### config.mk
export PLATFORM = sky130hd
export DESIGN_NAME = mux_arbiter_2to1
export DESIGN_NICKNAME = d
export VERILOG_FILES = /design/src/rtl/mux_arb_pkg.sv /design/src/rtl/mux_arb_rr_grant.sv /design/src/rtl/mux_arbiter_2to1.sv
export SDC_FILE = /design/constraint.sdc
export NUM_CORES = 1
export LEC_CHECK = 0
export CORE_UTILIZATION = 34
export DETAILED_ROUTE_END_ITERATION = 6
export HOLD_SLACK_MARGIN = 0.03
export PLACE_DENSITY = 0.81
export SLEW_MARGIN = 40
export SYNTH_ARGS = -nofsm -noshare
export SYNTH_HDL_FRONTEND = slang
export SYNTH_SLANG_ARGS = --single-unit
### constraint.sdc
create_clock -name clk -period 1.1 [get_ports clk]
set_input_delay 0.22 -clock clk [delete_from_list [all_inputs] [get_ports clk]]
set_output_delay 0.22 -clock clk [all_outputs]
set_load 0.01 [all_outputs]
### src/rtl/mux_arb_pkg.sv
// Shared types and constants for the 2:1 round-robin mux arbiter.
package mux_arb_pkg;

    localparam int unsigned MUX_ARB_WIDTH = 8;

    typedef enum logic {
        ARB_EMPTY = 1'b0,
        ARB_FULL  = 1'b1
    } arb_state_e;

    localparam logic SIDE_A = 1'b0;
    localparam logic SIDE_B = 1'b1;

    // Maps a B-grant onto the side encoding stored in the round-robin pointer.
    function automatic logic granted_side(input logic grant_b);
        return grant_b ? SIDE_B : SIDE_A;
    endfunction

endpackage

### src/rtl/mux_arb_rr_grant.sv
// Combinational grant decision for the 2:1 mux arbiter.
// Build option: MUX_ARB_FIXED_PRIO_EN selects fixed priority (A wins ties).
module mux_arb_rr_grant
    import mux_arb_pkg::*;
(
    input  logic A_valid,
    input  logic B_valid,
    input  logic last,
    input  logic load,
    output logic grant_A,
    output logic grant_B
);

`ifdef MUX_ARB_FIXED_PRIO_EN
    logic unused_last;
    assign unused_last = last;
`endif

    always_comb begin
        grant_A = 1'b0;
        grant_B = 1'b0;
        if (load) begin
            if (A_valid && B_valid) begin
`ifdef MUX_ARB_FIXED_PRIO_EN
                grant_A = 1'b1;
`else
                // Tie: serve the side that did not win the previous transfer.
                if (last == SIDE_B) begin
                    grant_A = 1'b1;
                end else begin
                    grant_B = 1'b1;
                end
`endif
            end else begin
                grant_A = A_valid;
                grant_B = B_valid;
            end
        end
    end

endmodule

### src/rtl/mux_arbiter_2to1.sv
// Two-producer round-robin arbiter driving a 2:1 mux select and a one-entry output register.
// Build option: MUX_ARB_FIXED_PRIO_EN (handled inside mux_arb_rr_grant).
module mux_arbiter_2to1
    import mux_arb_pkg::*;
#(
    parameter int unsigned WIDTH = MUX_ARB_WIDTH
) (
    input  logic             clk,
    input  logic             reset,
    input  logic             A_valid,
    input  logic [WIDTH-1:0] A_data,
    output logic             A_ready,
    input  logic             B_valid,
    input  logic [WIDTH-1:0] B_data,
    output logic             B_ready,
    output logic             Select,
    output logic             Y_valid,
    output logic [WIDTH-1:0] Y_data,
    input  logic             Y_ready
);

    arb_state_e       state_q, state_d;
    logic             last_q, last_d;
    logic [WIDTH-1:0] y_data_q, y_data_d;

    logic load;
    logic grant_A;
    logic grant_B;
    logic transfer;

    // Output register can take a word when empty, or when the consumer drains it this cycle.
    assign load = !reset && ((state_q == ARB_EMPTY) || Y_ready);

    mux_arb_rr_grant u_grant (
        .A_valid (A_valid),
        .B_valid (B_valid),
        .last    (last_q),
        .load    (load),
        .grant_A (grant_A),
        .grant_B (grant_B)
    );

    assign transfer = grant_A || grant_B;

    assign A_ready = load && grant_A;
    assign B_ready = load && grant_B;
    assign Select  = grant_B;

    always_comb begin
        state_d  = state_q;
        last_d   = last_q;
        y_data_d = y_data_q;
        if (transfer) begin
            y_data_d = Select ? B_data : A_data;
            state_d  = ARB_FULL;
            last_d   = granted_side(grant_B);
        end else if ((state_q == ARB_FULL) && Y_ready) begin
            state_d  = ARB_EMPTY;
        end
    end

    always_ff @(posedge clk) begin
        if (reset) begin
            state_q  <= ARB_EMPTY;
            last_q   <= SIDE_B;
            y_data_q <= '0;
        end else begin
            state_q  <= state_d;
            last_q   <= last_d;
            y_data_q <= y_data_d;
        end
    end

    assign Y_valid = (state_q == ARB_FULL);
    assign Y_data  = y_data_q;

`ifndef SYNTHESIS
    a_one_hot_ready : assert property (@(posedge clk) disable iff (reset)
        !(A_ready && B_ready));
    a_ready_needs_valid : assert property (@(posedge clk) disable iff (reset)
        (!A_ready || A_valid) && (!B_ready || B_valid));
    a_hold_when_stalled : assert property (@(posedge clk) disable iff (reset)
        (Y_valid && !Y_ready) |=> (Y_valid && $stable(Y_data)));
`endif

endmodule

-- Word-level counts from Yosys, hierarchy flattened
Cells that the tools add are included.
W data, S select, Z words.
- mux-type cells: 10
- bitwise operators: 1
- reduce and logical (&&, ||, !) cells: 9
- operators by type and width (cell ; number):
    $mux W1 ; 9
    $mux W8 ; 1
    $logic_and A1 B1 Y1 ; 5
    $logic_or A1 B1 Y1 ; 2
    $reduce_bool A2 Y1 ; 1
    $logic_not A1 Y1 ; 1
    $not A1 Y1 ; 1
- register bits after elaboration: 10
- input bits: 21
- word-level logic and storage cells: 23

-- Logic depth before layout (Yosys ltp)
- depth after elaboration: 6
- gate-level depth with buffers: 5
- depth with buffers taken out: 3

-- By module
A second synthesis with hierarchy kept.
- cells, all modules: 51
- area total of the unflattened synthesis: 486.7 sq um
- modules (own cells, without submodules) (module ; instances ; cells an instance ; area each (sq um)):
    mux_arbiter_2to1 ; 1 ; 46 ; 465.4
    mux_arb_rr_grant ; 1 ; 5 ; 21.3

-- Worst setup path before layout
No wires, ideal clock.
- path kind: register to output
- start: reg state_q, in the netlist Y_valid
- end: out Select
- arrival: 1204 ps
- path slack: -324 ps
- cell stages (with the launch flop): 5
- path buffers: 2
- path through: dfxtp_1 -> nor2b_1 -> buf_2 -> nor3_1 -> buf_4
- word-level cells in the longest chain between the ends: 4
- ends and longest elaborated chain (what ; RTL line ; source):
    start, declared ; mux_arbiter_2to1.sv:22 ; arb_state_e state_q, state_d;
    start signal, assigned ; mux_arbiter_2to1.sv:68 ; state_q <= state_d;
    $not A1 Y1 ; mux_arbiter_2to1.sv:32 ; assign load = !reset && ((state_q == ARB_EMPTY) || Y_ready);
    $logic_or A1 B1 Y1 ; mux_arbiter_2to1.sv:32 ;
    $logic_and A1 B1 Y1 ; mux_arbiter_2to1.sv:32 ;
    $mux W1 ; mux_arb_rr_grant.sv:22 ; if (load) begin
    end, declared ; mux_arbiter_2to1.sv:16 ; output logic Select,
Every way passes these cells.

-- Worst setup path in the final report
- start: reg last_q
- end: out A_ready
- word-level cells in the longest chain between the ends: 4
- ends and longest elaborated chain (what ; RTL line ; source):
    start, declared ; mux_arbiter_2to1.sv:23 ; logic last_q, last_d;
    start signal, assigned ; mux_arbiter_2to1.sv:69 ; last_q <= last_d;
    $mux W1 ; mux_arb_rr_grant.sv:28 ; if (last == SIDE_B) begin
    $mux W1 ; mux_arb_rr_grant.sv:23 ; if (A_valid && B_valid) begin
    $mux W1 ; mux_arb_rr_grant.sv:22 ;
    $logic_and A1 B1 Y1 ; mux_arbiter_2to1.sv:45 ; assign A_ready = load && grant_A;
    end, declared ; mux_arbiter_2to1.sv:12 ; output logic A_ready,
Every way passes these cells.

==> impl_metrics.env <==
export IMPL_synth_avg_cell_area_sq_um=9.89
export IMPL_finalMaxSlewViolations=0
export IMPL_fin_skew_ns=0.00713
export IMPL_grt_setup_unrepaired="true"
export IMPL_fmaxAchievable_mhz=713
export IMPL_setup_viol=11
export IMPL_hpwl_mm=1.53
export IMPL_syn_to_final_growth_pct=104
export IMPL_tightest_slew_ns=0.250
export IMPL_final_util_pct=75.2
export IMPL_period_needed_ns=1.40
export IMPL_critPathKind="flip-flop to primary output"
export IMPL_multiInputGateArea_sq_um=549
export IMPL_ant_nets=0
export IMPL_irDropWorstVdd_v=0.000772
export IMPL_ios=33
export IMPL_wire_per_inst_um=18.6
export IMPL_post_route_period_util_pct=127
export IMPL_final_hold_viol_count=0
export IMPL_synth_area_sq_um=643
export IMPL_grt_pass1_vias=761
export IMPL_ys_types=21
export IMPL_row_count=15
export IMPL_drive_above_1_share_pct=64.0
export IMPL_maxSlewHeadroom_pct=83.3
export IMPL_final_cell_mix="16 x clkdlybuf4s50_1, 13 x buf_4"
export IMPL_cts_tree="yes"
export IMPL_combPwrFrac_pct=41.3
export IMPL_rr_startpoint="last_q$_SDFFE_PP1P_"
export IMPL_holdPathEnd="Y_data[2]$_SDFFE_PP0P_"
export IMPL_critical_path_endpoint_type="primary output"
export IMPL_p_int_uw=779
export IMPL_nFillCells=108
export IMPL_grt_ovfl_total=0
export IMPL_sw_frac_of_total_pct=34.1
export IMPL_wl_mm=2.53
export IMPL_gp_congestion=0.795
export IMPL_layout_commonest_cell="clkdlybuf4s50_1"
export IMPL_leakage_uw=0.000480
export IMPL_drc=0
export IMPL_dp_cells=130
export IMPL_cts_inserted_buffers=3
export IMPL_yosysWarnings=0
export IMPL_root_buffer="clkbuf_4"
export IMPL_coreArea_sq_mm=0.00175
export IMPL_status="complete, but fails checks"
export IMPL_cp_arrival_ns=1.18
export IMPL_p_sw_uw=402
export IMPL_initial_core_util_pct=36.8
export IMPL_fin_nets=134
export IMPL_syn_inst=65
export IMPL_slowest_stage="dfxtp_2"
export IMPL_ys_seq_area_share_pct=31.1
export IMPL_cap_violations=0
export IMPL_port_buffers=32
export IMPL_setup_tns_ns=-1.89
export IMPL_path_clk_slew_ns=0.07
export IMPL_r2r_cells=5
export IMPL_die_w_um=45.5
export IMPL_power_per_cell_area_mw_per_mm2=900
export IMPL_vias=823
export IMPL_clk_path_buf_depth=2
export IMPL_n_antenna_cell=0
export IMPL_antenna_found_initial=0
export IMPL_total_power_uw=1180
export IMPL_path_cells="inv_2 > a2111oi_4 > buf_2"
export IMPL_insertion_delay_ns=0.29
export IMPL_hp_class="primary input to flip-flop"
export IMPL_seq_area_sq_um=203
export IMPL_postCtsHoldBufs=0
export IMPL_track_usage_pct=22.4
export IMPL_via_per_inst=6.05
export IMPL_drtIter0Drc=20
export IMPL_whs_path_depth=3
export IMPL_firstDrtPassIters=4
export IMPL_grt_max_degree=18
export IMPL_r2r_slack_ns=-0.20
export IMPL_hold_start="reset"
export IMPL_startpoint_type="flip-flop"
export IMPL_fp_dieArea_sq_mm=0.00207
export IMPL_p_seq_share_pct=35.0
export IMPL_final_setup_worst_slack_ns=-0.302
export IMPL_synth_seq_cells=10
export IMPL_grt_pass1_wl_mm=3.26
export IMPL_critical_path_max_fanout=3
export IMPL_violations="setup timing"
export IMPL_cts_sinks=10
export IMPL_pwr_share_clk_pct=23.7
export IMPL_cts_max_level=1
export IMPL_syn_num_nets=86
export IMPL_slowest_delay_ns=0.37
export IMPL_reg2reg_to="Y_data[0]$_SDFFE_PP0P_"
export IMPL_die_h_um=45.5
export IMPL_final_cells=136
export IMPL_worstPathRequired_ns=0.88
==> cells by family after synthesis <==
logic type,share of synthesized area [%]
AOI/OAI and AO/OA,44.0
and+or+nand+nor,13.2
DFF,31.1
buffers and inverters,11.7
==> metal layers <==
metal	vias up	wire, um	share of wire (%)	track usage (%)
li1	370	-	-	-
met4	0	68	2.7	15.2
met3	7	178	7.0	5.16
met2	44	1260	50	36.0
met5	-	0	0	0
met1	402	1030	41	26.1
==> worst max-delay path: cells and delay by family (launching register included) <==
family | cells | cell delay [ns]
AO/OA/AOI/OAI | 1 | 0.29
buffers and inverters | 2 | 0.24
flip-flops | 1 | 0.37
==> worst max-delay path by stage <==
stage                              from      end  slack [ns]  depth (start not counted)
floorplan           last_q$_SDFFE_PP1P_   Select       -0.10                          4
global placement                B_valid  B_ready       -0.86                          4
detailed placement              B_valid  B_ready       -0.91                          4
CTS                 last_q$_SDFFE_PP1P_  A_ready       -0.27                          3
global route        last_q$_SDFFE_PP1P_   Select       -0.34                          3
finish              last_q$_SDFFE_PP1P_  A_ready       -0.30                          3
==> state kept, by name, summed over array words and instances, names as in the netlist <==
register  flops
Y_data        8
Y_valid       1
last_q        1
==> cell type report <==
type / count / share of cell area (%)
Inverter: 3 / 0.858
Sequential cell: 10 / 15.4
Multi-Input combinational cell: 42 / 41.8
Clock buffer: 3 / 1.72
Timing Repair Buffer: 53 / 37.8
Tap cell: 25 / 2.38
==> power groups by stage <==
stage	clock (uW)	sequential, uW	combinational, uW
floorplan	0	428	187
global placement	0	414	393
detailed placement	0	416	405
CTS	264	408	435
global route	295	416	513
finish	280	413	487
==> stage by stage <==
step	hold WS (ns)	instance area (sq um)	worst slack, ns
4_1_cts	0.559	1240	-0.274
3_5_place_dp	0.585	1120	-0.908
6_report	0.559	1310	-0.302
3_3_place_gp	0.568	1120	-0.859
2_1_floorplan	0.413	698	-0.102
5_1_grt	0.582	1310	-0.344
==> synth_stat cells <==
cell type	number	share of area [%]
nor3_1	1	0.78
a2111oi_2	1	2.3
a21boi_2	1	1.8
nor2b_1	1	0.97
o31ai_1	8	9.3
inv_1	2	1.2
inv_2	1	0.58
buf_6	2	3.5
o21a_1	1	1.2
nand2b_1	1	0.97
a31oi_1	8	7.8
a21bo_1	1	1.6
or2_1	1	0.97
a311oi_2	8	19
buf_4	1	1.2
dfxtp_1	10	31
o221ai_1	1	1.4
clkbuf_1	1	0.58
buf_2	6	4.7
and3_4	1	1.8
nand4_1	8	7.8
==> repair_timing <==
item,CTS,global route
buffers inserted,2,1
cloned,0,1
setup endpoints to repair,22,20
pin swaps,10,8
resized for setup,55,27
Power figures use the tool's default switching activity.
